**config.mk**
```make
export PLATFORM = sky130hd
export DESIGN_NAME = clock_reset_sequencer
export DESIGN_NICKNAME = d
export VERILOG_FILES = /design/src/rtl/clk_rst_pkg.sv /design/src/rtl/lock_sync.sv /design/src/rtl/clock_reset_sequencer.sv
export SDC_FILE = /design/constraint.sdc
export NUM_CORES = 1
export LEC_CHECK = 0
export CAP_MARGIN = 20
export CORE_MARGIN = 2
export CORE_UTILIZATION = 41
export DETAILED_ROUTE_END_ITERATION = 16
export DONT_BUFFER_PORTS = 1
export SYNTH_ARGS = -nofsm -noshare
export SYNTH_HDL_FRONTEND = slang
export SYNTH_SLANG_ARGS = --single-unit
```
**constraint.sdc**
```tcl
create_clock -name clk -period 2.21 [get_ports clk]
set_clock_uncertainty 0.1 [all_clocks]
set_input_delay 0.442 -clock clk [delete_from_list [all_inputs] [get_ports clk]]
set_output_delay 0.442 -clock clk [all_outputs]
set_load 0.005 [all_outputs]
```
**src/rtl/clk_rst_pkg.sv**
```systemverilog
// Shared types and helpers for the clock/reset sequencing path.
// The state encoding is visible on the debug STATE port, so keep it fixed.
package clk_rst_pkg;

  typedef enum logic [1:0] {
    HOLD      = 2'd0,
    WAIT_LOCK = 2'd1,
    RELEASE   = 2'd2,
    RUN       = 2'd3
  } seq_state_e;

  // Bits needed to hold every value from 0 up to max_val inclusive.
  function automatic int cnt_width(input int max_val);
    return (max_val < 1) ? 1 : $clog2(max_val + 1);
  endfunction

endpackage

```
**src/rtl/lock_sync.sv**
```systemverilog
// Multi-flop synchroniser for an asynchronous status level, cleared by async reset.
// Latency: STAGES clock edges. Backpressure: none, free-running.
module lock_sync #(
  parameter int STAGES = 2
) (
  input  logic clk,
  input  logic rst_n,
  input  logic async_in,
  output logic sync_out
);

  logic [STAGES-1:0] sync_q;

  always_ff @(posedge clk or negedge rst_n) begin
    if (!rst_n) begin
      sync_q <= '0;
    end else begin
      sync_q <= {sync_q[STAGES-2:0], async_in};
    end
  end

  assign sync_out = sync_q[STAGES-1];

endmodule

```
**src/rtl/clock_reset_sequencer.sv**
```systemverilog
// Stretches reset, waits for a stable clock-manager lock, then releases NUM_RST domains in turn.
// Latency: lock loss reaches the outputs SYNC_STAGES+1 edges after LOCKED_IN falls; all outputs registered.
// Backpressure: none; sw_rst_req is a level sampled on every edge.
module clock_reset_sequencer
  import clk_rst_pkg::*;
#(
  parameter int NUM_RST        = 4,
  parameter int STRETCH_CYCLES = 16,
  parameter int LOCK_STABLE    = 64,
  parameter int STAGGER_CYCLES = 8,
  parameter int SYNC_STAGES    = 2,
  parameter int CNT_W          = 8
) (
  input  logic               clk,
  input  logic               rst_n,
  input  logic               locked_in,
  input  logic               sw_rst_req,
  output logic [NUM_RST-1:0] rst_out_n,
  output logic               rst_done,
  output logic [CNT_W-1:0]   lock_loss_cnt,
  output logic [1:0]         state
);

  localparam int STRETCH_W = cnt_width(STRETCH_CYCLES);
  localparam int STABLE_W  = cnt_width(LOCK_STABLE);
  localparam int LAST_REL  = (NUM_RST - 1) * STAGGER_CYCLES;
  localparam int REL_W     = cnt_width(LAST_REL);
  localparam logic [CNT_W-1:0] LOSS_MAX = '1;

  seq_state_e           state_q, state_d;
  logic [STRETCH_W-1:0] stretch_q, stretch_d;
  logic [STABLE_W-1:0]  stable_q, stable_d;
  logic [REL_W-1:0]     rel_q, rel_d;
  logic [NUM_RST-1:0]   rst_out_q, rst_out_d;
  logic [CNT_W-1:0]     loss_q, loss_d;
  logic                 done_q;
  logic                 lock_s;
  logic                 lock_lost;

  lock_sync #(
    .STAGES(SYNC_STAGES)
  ) u_lock_sync (
    .clk      (clk),
    .rst_n    (rst_n),
    .async_in (locked_in),
    .sync_out (lock_s)
  );

  always_comb begin
    state_d   = state_q;
    stretch_d = stretch_q;
    stable_d  = stable_q;
    rel_d     = rel_q;
    rst_out_d = rst_out_q;
    loss_d    = loss_q;
    lock_lost = !lock_s && (state_q == RELEASE || state_q == RUN);

    if (lock_lost && loss_q != LOSS_MAX) begin
      loss_d = loss_q + 1'b1;
    end

    // Software request and lock loss share one path so a coincident pair counts once.
    if (sw_rst_req || lock_lost) begin
      state_d   = HOLD;
      stretch_d = '0;
      stable_d  = '0;
      rel_d     = '0;
      rst_out_d = '0;
    end else begin
      unique case (state_q)
        HOLD: begin
          rst_out_d = '0;
          if (stretch_q == STRETCH_W'(STRETCH_CYCLES)) begin
            state_d   = WAIT_LOCK;
            stretch_d = '0;
            stable_d  = '0;
          end else begin
            stretch_d = stretch_q + 1'b1;
          end
        end
        WAIT_LOCK: begin
          if (!lock_s) begin
            stable_d = '0;
          end else if (stable_q == STABLE_W'(LOCK_STABLE - 1)) begin
            state_d      = RELEASE;
            stable_d     = '0;
            rst_out_d[0] = 1'b1;
            if (STAGGER_CYCLES == 0) begin
              rst_out_d = '1;
            end
            // rel counts edges since entry; the entry edge itself is slot 0.
            rel_d = (LAST_REL == 0) ? '0 : REL_W'(1);
          end else begin
            stable_d = stable_q + 1'b1;
          end
        end
        RELEASE: begin
          for (int i = 0; i < NUM_RST; i++) begin
            if (int'(rel_q) == i * STAGGER_CYCLES) begin
              rst_out_d[i] = 1'b1;
            end
          end
          if (rst_out_q[NUM_RST-1]) begin
            state_d = RUN;
          end else if (int'(rel_q) != LAST_REL) begin
            rel_d = rel_q + 1'b1;
          end
        end
        RUN: begin
          rst_out_d = '1;
        end
      endcase
    end
  end

  always_ff @(posedge clk or negedge rst_n) begin
    if (!rst_n) begin
      state_q   <= HOLD;
      stretch_q <= '0;
      stable_q  <= '0;
      rel_q     <= '0;
      rst_out_q <= '0;
      loss_q    <= '0;
      done_q    <= 1'b0;
    end else begin
      state_q   <= state_d;
      stretch_q <= stretch_d;
      stable_q  <= stable_d;
      rel_q     <= rel_d;
      rst_out_q <= rst_out_d;
      loss_q    <= loss_d;
      done_q    <= (state_d == RUN);
    end
  end

  assign rst_out_n     = rst_out_q;
  assign rst_done      = done_q;
  assign lock_loss_cnt = loss_q;
  assign state         = state_q;

endmodule

```
# Word-level counts from Yosys, hierarchy flattened
# Cells that the tools add are included.
# classes
addsub	4
eq_ne	20
n_mux	29
reduce_logical	17
# op_table
cell	n
$mux 5	8
$mux 7	4
$eq 5x5->1 const B	3
$ne 3x1->1 const B	5
$pmux 7 s2	1
$add 5x1->5 const B	2
$mux 2	5
$pmux 5 s2	1
$pmux 3 s3	1
$add 8x1->8 const B	1
$ne 8x8->1 const B	1
$reduce_and 2->1	4
$add 7x1->7 const B	1
$eq 7x6->1 const B	1
$eq 2x2->1 const B	3
$mux 1	6
$ne 3x2->1 const B	2
$ne 3x3->1 const B	2
$pmux 2 s3	1
$reduce_bool 3->1	2
$eq 5x4->1 const B	1
$logic_not 5->1	1
$ne 5x4->1 const B	1
$reduce_and 5->1	1
10 further kinds	12
# word_totals
regBits	34
in_bits	4
out_inout_bits	15
elab_cells	81

# Longest topological paths before layout
# logic_depth
word_depth	6
depth_mapped	6
mapped_depth_nobuf	6

# Modules after synthesis
# A second synthesis with hierarchy kept.
# unflattened
cells_unflattened	176
hier_area_um2	1798.0
# modules_own_cells
mod	instances	cells_each	area_each_um2	seq_area_each_um2
clock_reset_sequencer	1	174	1747.9	800.8
lock_sync	1	2	50.0	50.0

# Worst setup path before layout
# Ideal clock, no wire load.
# synth_timing
kind	input port to flip-flop
startpoint	input sw_rst_req
endpoint	register rel_q[0]
setup_ps	125
arrival_ps	1633
required_time_ps	1985
setup_slack_ps	352
cell_stages	5
n_path_buf	1
path_cell_list	buf_2 -> nor3b_2 -> a21boi_4 -> or2_4 -> mux2_4
# synth_via
elab_chain_len	3
word_cells_on_any_way	8
cone_classes	eq/ne: 4; mux: 1; reduce/logical: 3
# synth_rtl
item	line	source
from (decl)	clock_reset_sequencer.sv:17	input logic sw_rst_req,
$logic_or 1x1->1 (*)	clock_reset_sequencer.sv:63	if (sw_rst_req || lock_lost) begin
$ne 3x2->1 (no source line) (tied with other cells)	--	
$reduce_and 5->1 (no source line)	--	
to (signal assigned)	clock_reset_sequencer.sv:129	rel_q <= rel_d;
to (decl)	clock_reset_sequencer.sv:33	logic [REL_W-1:0] rel_q, rel_d;
# Every way passes the cells marked *; elsewhere a longest branch is shown, timed or not.
# A chain may end at the register's enable or synchronous reset.

# Final worst setup path
# layout_timing
startpoint	register rel_q[0]
endpoint	register rel_q[0]
# layout_via
elab_chain_len	5
word_cells_on_any_way	8
cone_classes	add/sub: 1; eq/ne: 2; mux: 4; reduce/logical: 1
# layout_rtl
item	line	source
$add 5x1->5	clock_reset_sequencer.sv:106	rel_d = rel_q + 1'b1;
$mux 5	clock_reset_sequencer.sv:105	end else if (int'(rel_q) != LAST_REL) begin
$mux 5	clock_reset_sequencer.sv:103	if (rst_out_q[NUM_RST-1]) begin
$pmux 5 s2	clock_reset_sequencer.sv:70	unique case (state_q)
$mux 5	clock_reset_sequencer.sv:63	
# Several ways; a longest one is shown, not always the timed one. The select of a mux whose other input is x is not followed.

==> qor.yml <==
route:
  drc: 0
  vias: 1311
  antenna_left: 0
  vias_per_cell: 5.85
  wl_per_cell_um: 16.1
  wl_um: 3600
  drt_iter0_drc: 37
  dr.pass1.iters: 4
power:
  internal_power_w: 0.000978
  peakVddDrop_mv: 0.219
  p_sw_share_pct: 21.3
  p_clk_share_pct: 42.7
  p_per_area_mw_per_mm2: 622
  seq_power_share_pct: 52.1
  p_sw_w: 0.000265
  leakagePower_nw: 0.883
  comb_power_share_pct: 5.2
yosys:
  yosysWarnings: 0
  synth_area_mm2: 0.00181
  synth_most_common_cell: "dfrtp_1"
  yosys-top-cells-area: "dfrtp_1 (47%), ha_1 (4.1%), o21a_1 (2.5%)"
  synth_area_per_cell_um2: 10.9
  synth-edff-count: 0
  synth_common_cells: "dfrtp_1 (34), nand2_1 (10), a21oi_1 (8), nor2_1 (8)"
  synth_cell_type_count: 55
  synth_seq_cells: 34
  yosysSeqAreaShare_pct: 46.9
  synth_top_cell_by_area: "dfrtp_1"
  synth_nets: 176
  synth-async-reset-ratio_pct: 100
  ys.flop_type: "dfrtp_1"
  synth_top_cell_area_share_pct: 46.9
  synthCells: 166
timing:
  hold-worst-slack_ns: 0.0862
  min_period_ns: 2.00
  post-route-period-util_pct: 90.5
  grt_setup_unrepaired: "false"
  worst_pin_slew_ns: 0.574
  maxSlewViolCount: 0
  slew-limit-headroom_pct: 61.5
  fmax_mhz: 500
  finalSetupViolCount: 0
  finalSetupTns_ns: 0
  hold_viol_final: 0
setup_path:
  end_kind: "register"
  rr_worst_depth: 6
  critPathLaunchType: "register"
  crit_type: "reg -> reg"
  worstPathRequired_ns: 2.28
  crit_arrival_ns: 2.07
  crit_fanout: 5
  worst_path_max_delay_cell: "dfrtp_1"
  critical_path.cell_chain: "inv_1 -> ha_1 -> nand4b_1 -> a221oi_4 -> or2_4 -> mux2_4"
  slowest_delay_ns: 0.43
floorplan:
  ios: 19
  coreArea_mm2: 0.00429
  start_util_pct: 42.2
  row_count: 24
  die_area_mm2: 0.00497
  die_x_um: 70.5
  dieHeight_um: 70.5
clock_network:
  clkLatencyLatePin_ns: 0.29
  clk_path_buf_depth: 2
  cts_tree: "done"
  path_clk_slew_ns: 0.07
  post_cts_buffers: 0
  clock-root-buffer: "clkbuf_8"
  htreeDepth: 2
  cts_num_sinks: 34
  cts_buffers: 5
worst_hold_path:
  min_path_cells: 0
  min_path_type: "in -> reg"
outcome:
  status: "completed"
placed_design:
  place_area_mm2: 0.00186
  gp_congestion: 0.762
  port_buffers: 0
  hpwl_um: 2530
cells_and_area:
  syn_to_final_growth_pct: 10.1
  final_area_mm2: 0.00200
  nNetsFinal: 181
  drive_above_1_share_pct: 14.5
  diodes: 0
global_routing:
  antenna_found_initial: 0
  grt_pass1_vias: 1316
  gr-usage-all-layers_pct: 15.9
  grt_max_degree: 35
  grt_overflow: 0
  grt_pass1_wl_um: 6240
job:
  drv_cap: 0
-- power groups by stage --
stage / Sequential [W] / Clock, W / Combinational, W
final: 0.000648 / 0.000531 / 0.0000644
after global routing: 0.000649 / 0.000575 / 0.0000746
after CTS: 0.000647 / 0.000556 / 0.0000663
after detailed placement: 0.000659 / 0 / 0.0000468
after global placement: 0.000658 / 0 / 0.0000446
after floorplan: 0.000654 / 0 / 0.0000459
-- worst max-delay path, delay by kind of cell, from the launching register on --
family	cells	cell delay, ns
adders and majority gates	1	0.19
muxes	1	0.30
DFF	1	0.43
AOI/OAI and AO/OA	1	0.37
and+or+nand+nor	2	0.41
buffers and inverters	1	0.10
-- final timing paths --
check	from	endpoint	slack (ns)
max in group asynchronous	rst_n	u_lock_sync.sync_q[0]	1.30
max reg2reg	rel_q[0]	rel_q[0]	0.21
min	locked_in	u_lock_sync.sync_q[0]	0.09
min in group asynchronous	rst_n	rel_q[0]	0.53
min reg2reg	u_lock_sync.sync_q[0]	u_lock_sync.sync_q[1]	0.25
max	rel_q[0]	rel_q[0]	0.21
-- cells by family after synthesis --
group,after synthesis,synth area share (%)
compound gates,48,20.3
mux,3,2.07
fa+ha+maj,6,4.14
xor+xnor,8,3.86
buf+inv,13,3.52
simple gates,54,19.2
flops,34,46.9
-- layout by cell type (no fill, tap or decap), drive strengths merged, types with 2 or more instances in the layout --
master,instances
a21o,4
a21oi,9
a22o,4
a41o,2
buf,3
clkbuf,8
dfrtp,34
ha,6
inv,7
mux2,3
nand2,11
nand2b,3
nand3,7
nand4b,2
nor2,8
nor3,3
nor3b,5
nor4,3
o21a,6
o21ai,8
o31ai,2
o41ai,2
or2,2
xnor2,5
xor2,3
-- through the flow --
stage,total power (W),util [%],setup WS [ns],cells
after floorplan,0.000699,-,0.352,166
after global placement,0.000703,43.2,0.296,214
after detailed placement,0.000706,43.2,0.248,214
after CTS,0.00127,46.5,0.222,224
after global routing,0.00130,46.5,0.116,224
final,0.00124,46.5,0.210,224
-- cell type report --
type | instances | area [µm²]
clock buffers | 8 | 110
fillers | 417 | 2300
inverters | 7 | 26.3
multi-input cells | 119 | 900
flip-flops and latches | 34 | 851
well taps | 52 | 65.1
repair buffers | 4 | 45.0
-- sequential cells by signal, summed over array words and instances, names as in the netlist --
signal,count
lock_loss_cnt,8
stable_q,7
rel_q,5
stretch_q,5
rst_out_n,4
state,2
u_lock_sync.sync_q,2
rst_done,1
-- timing repair --
| item | in CTS | in global routing |
|---|---|---|
| endpoints found under the hold margin | 34 | 0 |
| endpoints found under the setup margin | 0 | 0 |
| hold buffers | 2 | 0 |
| gates resized for setup | 0 | 0 |
-- routing by layer --
layer	share of wire, %	track usage [%]
met1	44	20.3
met2	49	25.5
met3	5.1	4.47
met4	1.6	6.84
met5	0	0
Note: power is estimated with default switching activity, not from simulation.
